[src/rtl/argmax_stream_if.sv]
// Score-stream and result handshake bundle for argmax_stream.
// max_score is present only when ARGMAX_SCORE_OUT_EN is defined.
interface argmax_stream_if #(
   parameter int unsigned DATA_W = 32,
   parameter int unsigned IDX_W  = 4
);
   logic              in_valid;
   logic              in_ready;
   logic [DATA_W-1:0] in_data;
   logic              in_last;
   logic              out_valid;
   logic              out_ready;
   logic [IDX_W-1:0]  argmax_output;
   logic              frame_err;
`ifdef ARGMAX_SCORE_OUT_EN
   logic [DATA_W-1:0] max_score;
`endif

   // Upstream score source / downstream result sink
   modport master (
      output in_valid, in_data, in_last, out_ready,
`ifdef ARGMAX_SCORE_OUT_EN
      input  max_score,
`endif
      input  in_ready, out_valid, argmax_output, frame_err
   );

   // The argmax block itself
   modport slave (
      input  in_valid, in_data, in_last, out_ready,
`ifdef ARGMAX_SCORE_OUT_EN
      output max_score,
`endif
      output in_ready, out_valid, argmax_output, frame_err
   );
endinterface

[src/rtl/argmax_stream.sv]
// Streaming argmax over one frame of signed class scores with frame-length checking.
// Optional ARGMAX_SCORE_OUT_EN exposes the winning score on max_score.
module argmax_stream #(
   parameter int unsigned DATA_W      = 32,
   parameter int unsigned NUM_CLASSES = 10,
   parameter int unsigned IDX_W       = 4
) (
   input  logic           clk,
   input  logic           resetn,
   input  logic           start,
   argmax_stream_if.slave bus
);
   localparam logic [IDX_W-1:0] LAST_IDX = IDX_W'(NUM_CLASSES - 1);

   typedef enum logic [1:0] {IDLE, SCAN, DONE} state_t;

   state_t                    state;
   logic [IDX_W-1:0]          count;
   logic [IDX_W-1:0]          best_idx;
   logic signed [DATA_W-1:0]  best;
   logic                      err_acc;
   logic                      in_ready_q;
   logic                      out_valid_q;
   logic [IDX_W-1:0]          argmax_q;
   logic                      frame_err_q;
`ifdef ARGMAX_SCORE_OUT_EN
   logic [DATA_W-1:0]         max_score_q;
`endif

   logic                      accept_c;
   logic                      better_c;
   logic                      at_last_c;
   logic                      frame_end_c;
   logic                      err_next_c;
   logic [IDX_W-1:0]          idx_next_c;
   logic signed [DATA_W-1:0]  best_next_c;

   assign bus.in_ready      = in_ready_q;
   assign bus.out_valid     = out_valid_q;
   assign bus.argmax_output = argmax_q;
   assign bus.frame_err     = frame_err_q;
`ifdef ARGMAX_SCORE_OUT_EN
   assign bus.max_score     = max_score_q;
`endif

   // Running-max update for the beat on the bus; a start in the same cycle wins.
   always_comb begin
      accept_c    = (state == SCAN) && bus.in_valid && in_ready_q && !start;
      better_c    = (count == '0) || ($signed(bus.in_data) > best);
      idx_next_c  = better_c ? count : best_idx;
      best_next_c = better_c ? $signed(bus.in_data) : best;
      at_last_c   = (count == LAST_IDX);
      frame_end_c = bus.in_last || at_last_c;
      err_next_c  = err_acc | (bus.in_last ^ at_last_c);
   end

   always_ff @(posedge clk or negedge resetn) begin
      if (!resetn) begin
         state       <= IDLE;
         count       <= '0;
         best_idx    <= '0;
         best        <= '0;
         err_acc     <= 1'b0;
         in_ready_q  <= 1'b0;
         out_valid_q <= 1'b0;
         argmax_q    <= '0;
         frame_err_q <= 1'b0;
`ifdef ARGMAX_SCORE_OUT_EN
         max_score_q <= '0;
`endif
      end else begin
         case (state)
            IDLE: begin
               if (start) begin
                  state      <= SCAN;
                  in_ready_q <= 1'b1;
                  count      <= '0;
                  best_idx   <= '0;
                  best       <= '0;
                  err_acc    <= 1'b0;
               end
            end
            SCAN: begin
               if (start) begin
                  count    <= '0;
                  best_idx <= '0;
                  best     <= '0;
                  err_acc  <= 1'b0;
               end else if (accept_c) begin
                  count <= count + IDX_W'(1);
                  if (frame_end_c) begin
                     state       <= DONE;
                     in_ready_q  <= 1'b0;
                     out_valid_q <= 1'b1;
                     argmax_q    <= idx_next_c;
                     frame_err_q <= err_next_c;
`ifdef ARGMAX_SCORE_OUT_EN
                     max_score_q <= best_next_c;
`endif
                  end
                  best     <= best_next_c;
                  best_idx <= idx_next_c;
                  err_acc  <= err_next_c;
               end
            end
            DONE: begin
               if (bus.out_ready) begin
                  state       <= IDLE;
                  out_valid_q <= 1'b0;
               end
            end
            default: begin
               state       <= IDLE;
               in_ready_q  <= 1'b0;
               out_valid_q <= 1'b0;
            end
         endcase
      end
   end
endmodule

[src/flat_wrapper.sv]
// flat-port wrapper written by rule: the top's interface ports become plain ports
module argmax_stream_flat 
#(
   parameter int unsigned DATA_W      = 32,
   parameter int unsigned NUM_CLASSES = 10,
   parameter int unsigned IDX_W       = 4
)
  (clk, resetn, start, bus_in_valid, bus_in_data, bus_in_last, bus_out_ready, bus_in_ready, bus_out_valid, bus_argmax_output, bus_frame_err);
  argmax_stream_if #(.DATA_W(DATA_W), .IDX_W(IDX_W)) bus_i ();
  input  logic clk;
  input  logic resetn;
  input  logic start;
  input wire logic [$bits(bus_i.in_valid)-1:0] bus_in_valid;
  input wire logic [$bits(bus_i.in_data)-1:0] bus_in_data;
  input wire logic [$bits(bus_i.in_last)-1:0] bus_in_last;
  input wire logic [$bits(bus_i.out_ready)-1:0] bus_out_ready;
  output wire logic [$bits(bus_i.in_ready)-1:0] bus_in_ready;
  output wire logic [$bits(bus_i.out_valid)-1:0] bus_out_valid;
  output wire logic [$bits(bus_i.argmax_output)-1:0] bus_argmax_output;
  output wire logic [$bits(bus_i.frame_err)-1:0] bus_frame_err;
  assign bus_i.in_valid = bus_in_valid;
  assign bus_i.in_data = bus_in_data;
  assign bus_i.in_last = bus_in_last;
  assign bus_i.out_ready = bus_out_ready;
  assign bus_in_ready = bus_i.in_ready;
  assign bus_out_valid = bus_i.out_valid;
  assign bus_argmax_output = bus_i.argmax_output;
  assign bus_frame_err = bus_i.frame_err;
  argmax_stream #(.DATA_W(DATA_W), .NUM_CLASSES(NUM_CLASSES), .IDX_W(IDX_W)) u_core (.clk(clk), .resetn(resetn), .start(start), .bus(bus_i));
endmodule
[config.mk]
export PLATFORM = sky130hd
export DESIGN_NAME = argmax_stream_flat
export DESIGN_NICKNAME = d
export VERILOG_FILES = /design/src/rtl/argmax_stream_if.sv /design/src/rtl/argmax_stream.sv /design/src/flat_wrapper.sv
export SDC_FILE = /design/constraint.sdc
export NUM_CORES = 1
export LEC_CHECK = 0
export ABC_CLOCK_PERIOD_IN_PS = 3080
export CORE_AREA = 2 2 95 97
export DETAILED_ROUTE_END_ITERATION = 8
export DIE_AREA = 0 0 97 99
export PLACE_DENSITY = 0.65
export RECOVER_POWER = 50
export SETUP_SLACK_MARGIN = 0.4
export SLEW_MARGIN = 20
export SYNTH_ARGS = -nofsm -noshare
export SYNTH_HDL_FRONTEND = slang
export SYNTH_SLANG_ARGS = --single-unit
[constraint.sdc]
create_clock -name clk -period 3.08 [get_ports clk]
set_clock_uncertainty 0.05 [all_clocks]
set_input_delay 0.616 -clock clk [delete_from_list [all_inputs] [get_ports clk]]
set_output_delay 0.616 -clock clk [all_outputs]
set_load 0.005 [all_outputs]
==> results.md <==
- Relative slew slack: 28.9%
- Power density cells: 540 mW/mm^2
- Layout cells sized above 1: 33.9%
- Commonest non-fill, non-tap cells in the layout: dfrtp_1, nor2_1, inv_1
- Die outline area: 0.00960 mm^2
- Final Hold Viols: 0
- # hold bufs at CTS: 0
- Sequential-to-total area share from yosys stat: 39.6%
- Max Cap Viol: 0
- Net Count, Synth: 377
- Post-layout instance area: 0.00433 mm^2
- Core Util, Final: 50.7%
- Hold crit path type: in2async
- Syn Area/Cell: 10.4 um^2
- Area of the multi-input gates: 0.00199 mm^2
- Routed len/inst: 14.7 um
- Row cnt: 34
- Die X: 97 um
- Worst-path cell chain: buf_2 -> ha_4 -> a21o_1 -> a21o_1 -> a221o_1 -> o31a_1 -> o211ai_4 -> a21oi_4 -> buf_12 -> buf_12 -> mux2_4
- Mapped Cells: 303
- DRT Pass-1 Iters: 4
- Fraction of registers with async set/reset: 100%
- Worst Setup End Kind: flip-flop
- Worst R2R Setup Slack: 0.38 ns
- Total track usage: 15.8%
- Ant diodes: 0
- Worst EP arrival: 2.84 ns
- CTS root buffer: clkbuf_8
- Htree depth: 2
- Fin crit share: 87.7%
- Core Footprint: 0.00855 mm^2
- Minimum clock period: 2.70 ns
- Maximum vdd drop: 0.000290 V
- Inst Count DP: 465
- Pins Over Slew Limit: 0
- Skew-Pair Late Insertion Delay: 0.30 ns
- Routed WL: 7.20 mm
- Critical-path top delay cell: o31a_1
- Reg2reg start: u_core.best[13]$_DFFE_PN0P_
- Clk sink count: 50
- Area delta synth->final: 37.1%
- Max incr delay on CP: 0.35 ns
- Ys Warns: 0
- Post-route DRC: 0
- Non-filler cells, final: 488
- CTS tree: yes
- Worst Reg2Reg Path Length in Cells: 11
- Final net count: 453
- Fill cells: 782
- Port buffer count: 44
- Die height: 99 um
- R2r endpoint: u_core.best[3]$_DFFE_PN0P_
- Reg clk slew, reported paths: 0.10 ns
- Post-Syn Area: 0.00316 mm^2
- Commonest non-fill, non-tap cell in the layout: dfrtp_1
- Vias per cell: 4.93
- Initial drt markers: 80
- Post-DP HPWL: 4.84 mm
- Final Wtd Congestion: 0.786
- Post-synth EDFFs: 0
- DR vias: 2,408
- F_max: 370 MHz
- Fin Hold WS: 0.177 ns
- Outcome: complete, no violations
- Worst Path Max Fanout: 8
- Critical path required time: 3.22 ns
- Seq. cell area: 0.00125 mm^2
- Initial antenna violation count: 0
- Clock Path Buffers: 2
- RSZ-0062 raised after global routing: yes
- TritonCTS Buffers: 5
- IO Count: 45
- Slew at the pin closest to its max-slew limit: 1.07 ns
- First-pass GRT wire length: 12.3 mm
- Placement Cell Area: 0.00388 mm^2
- P_leak: 1.91 nW
- Yosys reg bits: 50
- Final setup viols: 0
- Post-DRT Antenna Nets: 0
- Unique masters post-synth: 41
- Vias in the first global route: 2,544
- Largest net degree at the start of global routing: 43
- Synth Flop Type: dfrtp_1
- Type of the worst setup path: in2reg
- CP Launch Type: primary input
- Initial Util: 37.0%
- Total grt overflow: 0
## how the worst max path moves through the flow
stage | slack [ns] | depth (start not counted) | to | start
after floorplan | 0.29 | 9 | u_core.best[16]$_DFFE_PN0P_ | bus_in_data[13]
after global placement | -0.26 | 10 | u_core.best[31]$_DFFE_PN0P_ | bus_in_data[10]
after detailed placement | -0.38 | 10 | u_core.best[20]$_DFFE_PN0P_ | bus_in_data[10]
after CTS | 0.36 | 11 | u_core.best[3]$_DFFE_PN0P_ | u_core.best[13]$_DFFE_PN0P_
after global routing | 0.26 | 11 | u_core.best[29]$_DFFE_PN0P_ | u_core.best[8]$_DFFE_PN0P_
final | 0.38 | 11 | u_core.best[3]$_DFFE_PN0P_ | bus_in_data[13]
## cell type report
type                    instances  area share [%]
multi-input cells             207            45.9
clock buffers                   5            1.59
inverters                      38            3.29
flip-flops and latches         50            28.9
repair buffers                 77            16.8
well taps                     108            3.12
clock inverters                 3           0.491
## layer usage
layer  vias to the layer above  share of wire [%]  track usage (%)
li1                       1198                  -                -
met1                      1165                 46             20.7
met2                        39                 49             26.8
met3                         6                3.4             3.26
met4                         0               0.90             3.79
met5                         -                  0                0
## metrics by stage
stage	setup TNS, ns	setup WS (ns)	total power, mW
floorplan	0	0.293	1.45
global placement	-8.43	-0.264	1.77
detailed placement	-12.23	-0.378	1.79
CTS	0	0.360	2.34
global route	0	0.263	2.53
finish	0	0.378	2.34
## logic make-up after synthesis
kind of cell | Yosys count | synth area share [%]
flops | 50 | 39.6
xor+xnor | 2 | 0.554
compound gates | 52 | 12.0
mux | 32 | 14.6
buf+inv | 46 | 6.85
simple gates | 85 | 12.2
fa+ha+maj | 36 | 14.3
## power by group
part / internal (mW) / leakage [nW] / switching (mW)
combinational: 0.599 / 1.20 / 0.486
sequential: 0.795 / 0.665 / 0.0702
clock: 0.160 / 0.0441 / 0.229
total: 1.55 / 1.91 / 0.785
## critical path: cells and delay by family
| kind | cells | cell delay (ns) |
|---|---|---|
| AOI/OAI and AO/OA | 6 | 1.28 |
| muxes | 1 | 0.30 |
| adders and majority gates | 1 | 0.21 |
| buffers and inverters | 3 | 0.41 |
## synth_stat cells (all sizes together) (5+ instances only)
library cell	n	share of area, %
dfrtp	50	40
nor2	44	5.2
inv	38	4.5
ha	36	14
mux2	31	14
a21oi	15	2.7
nand2	13	1.5
nand4	8	1.6
o21ai	8	1.3
nand3	7	1.1
a21o	5	1.2
clkbuf	5	0.59
o211ai	5	1.6
## flip-flops by register name, indices dropped and copies added (netlist names)
name                      cells
u_core.best                  32
u_core.best_idx               4
u_core.bus.argmax_output      4
u_core.count                  4
u_core.state                  2
u_core.bus.frame_err          1
u_core.bus.in_ready           1
u_core.bus.out_valid          1
u_core.err_acc                1
## what timing repair did
action	in CTS	in global routing
pin swaps	40	11
endpoints found under the setup margin	40	40
resized for setup	95	20
setup buffers	12	1
cloned	2	0
Power figures use the tool's default switching activity.
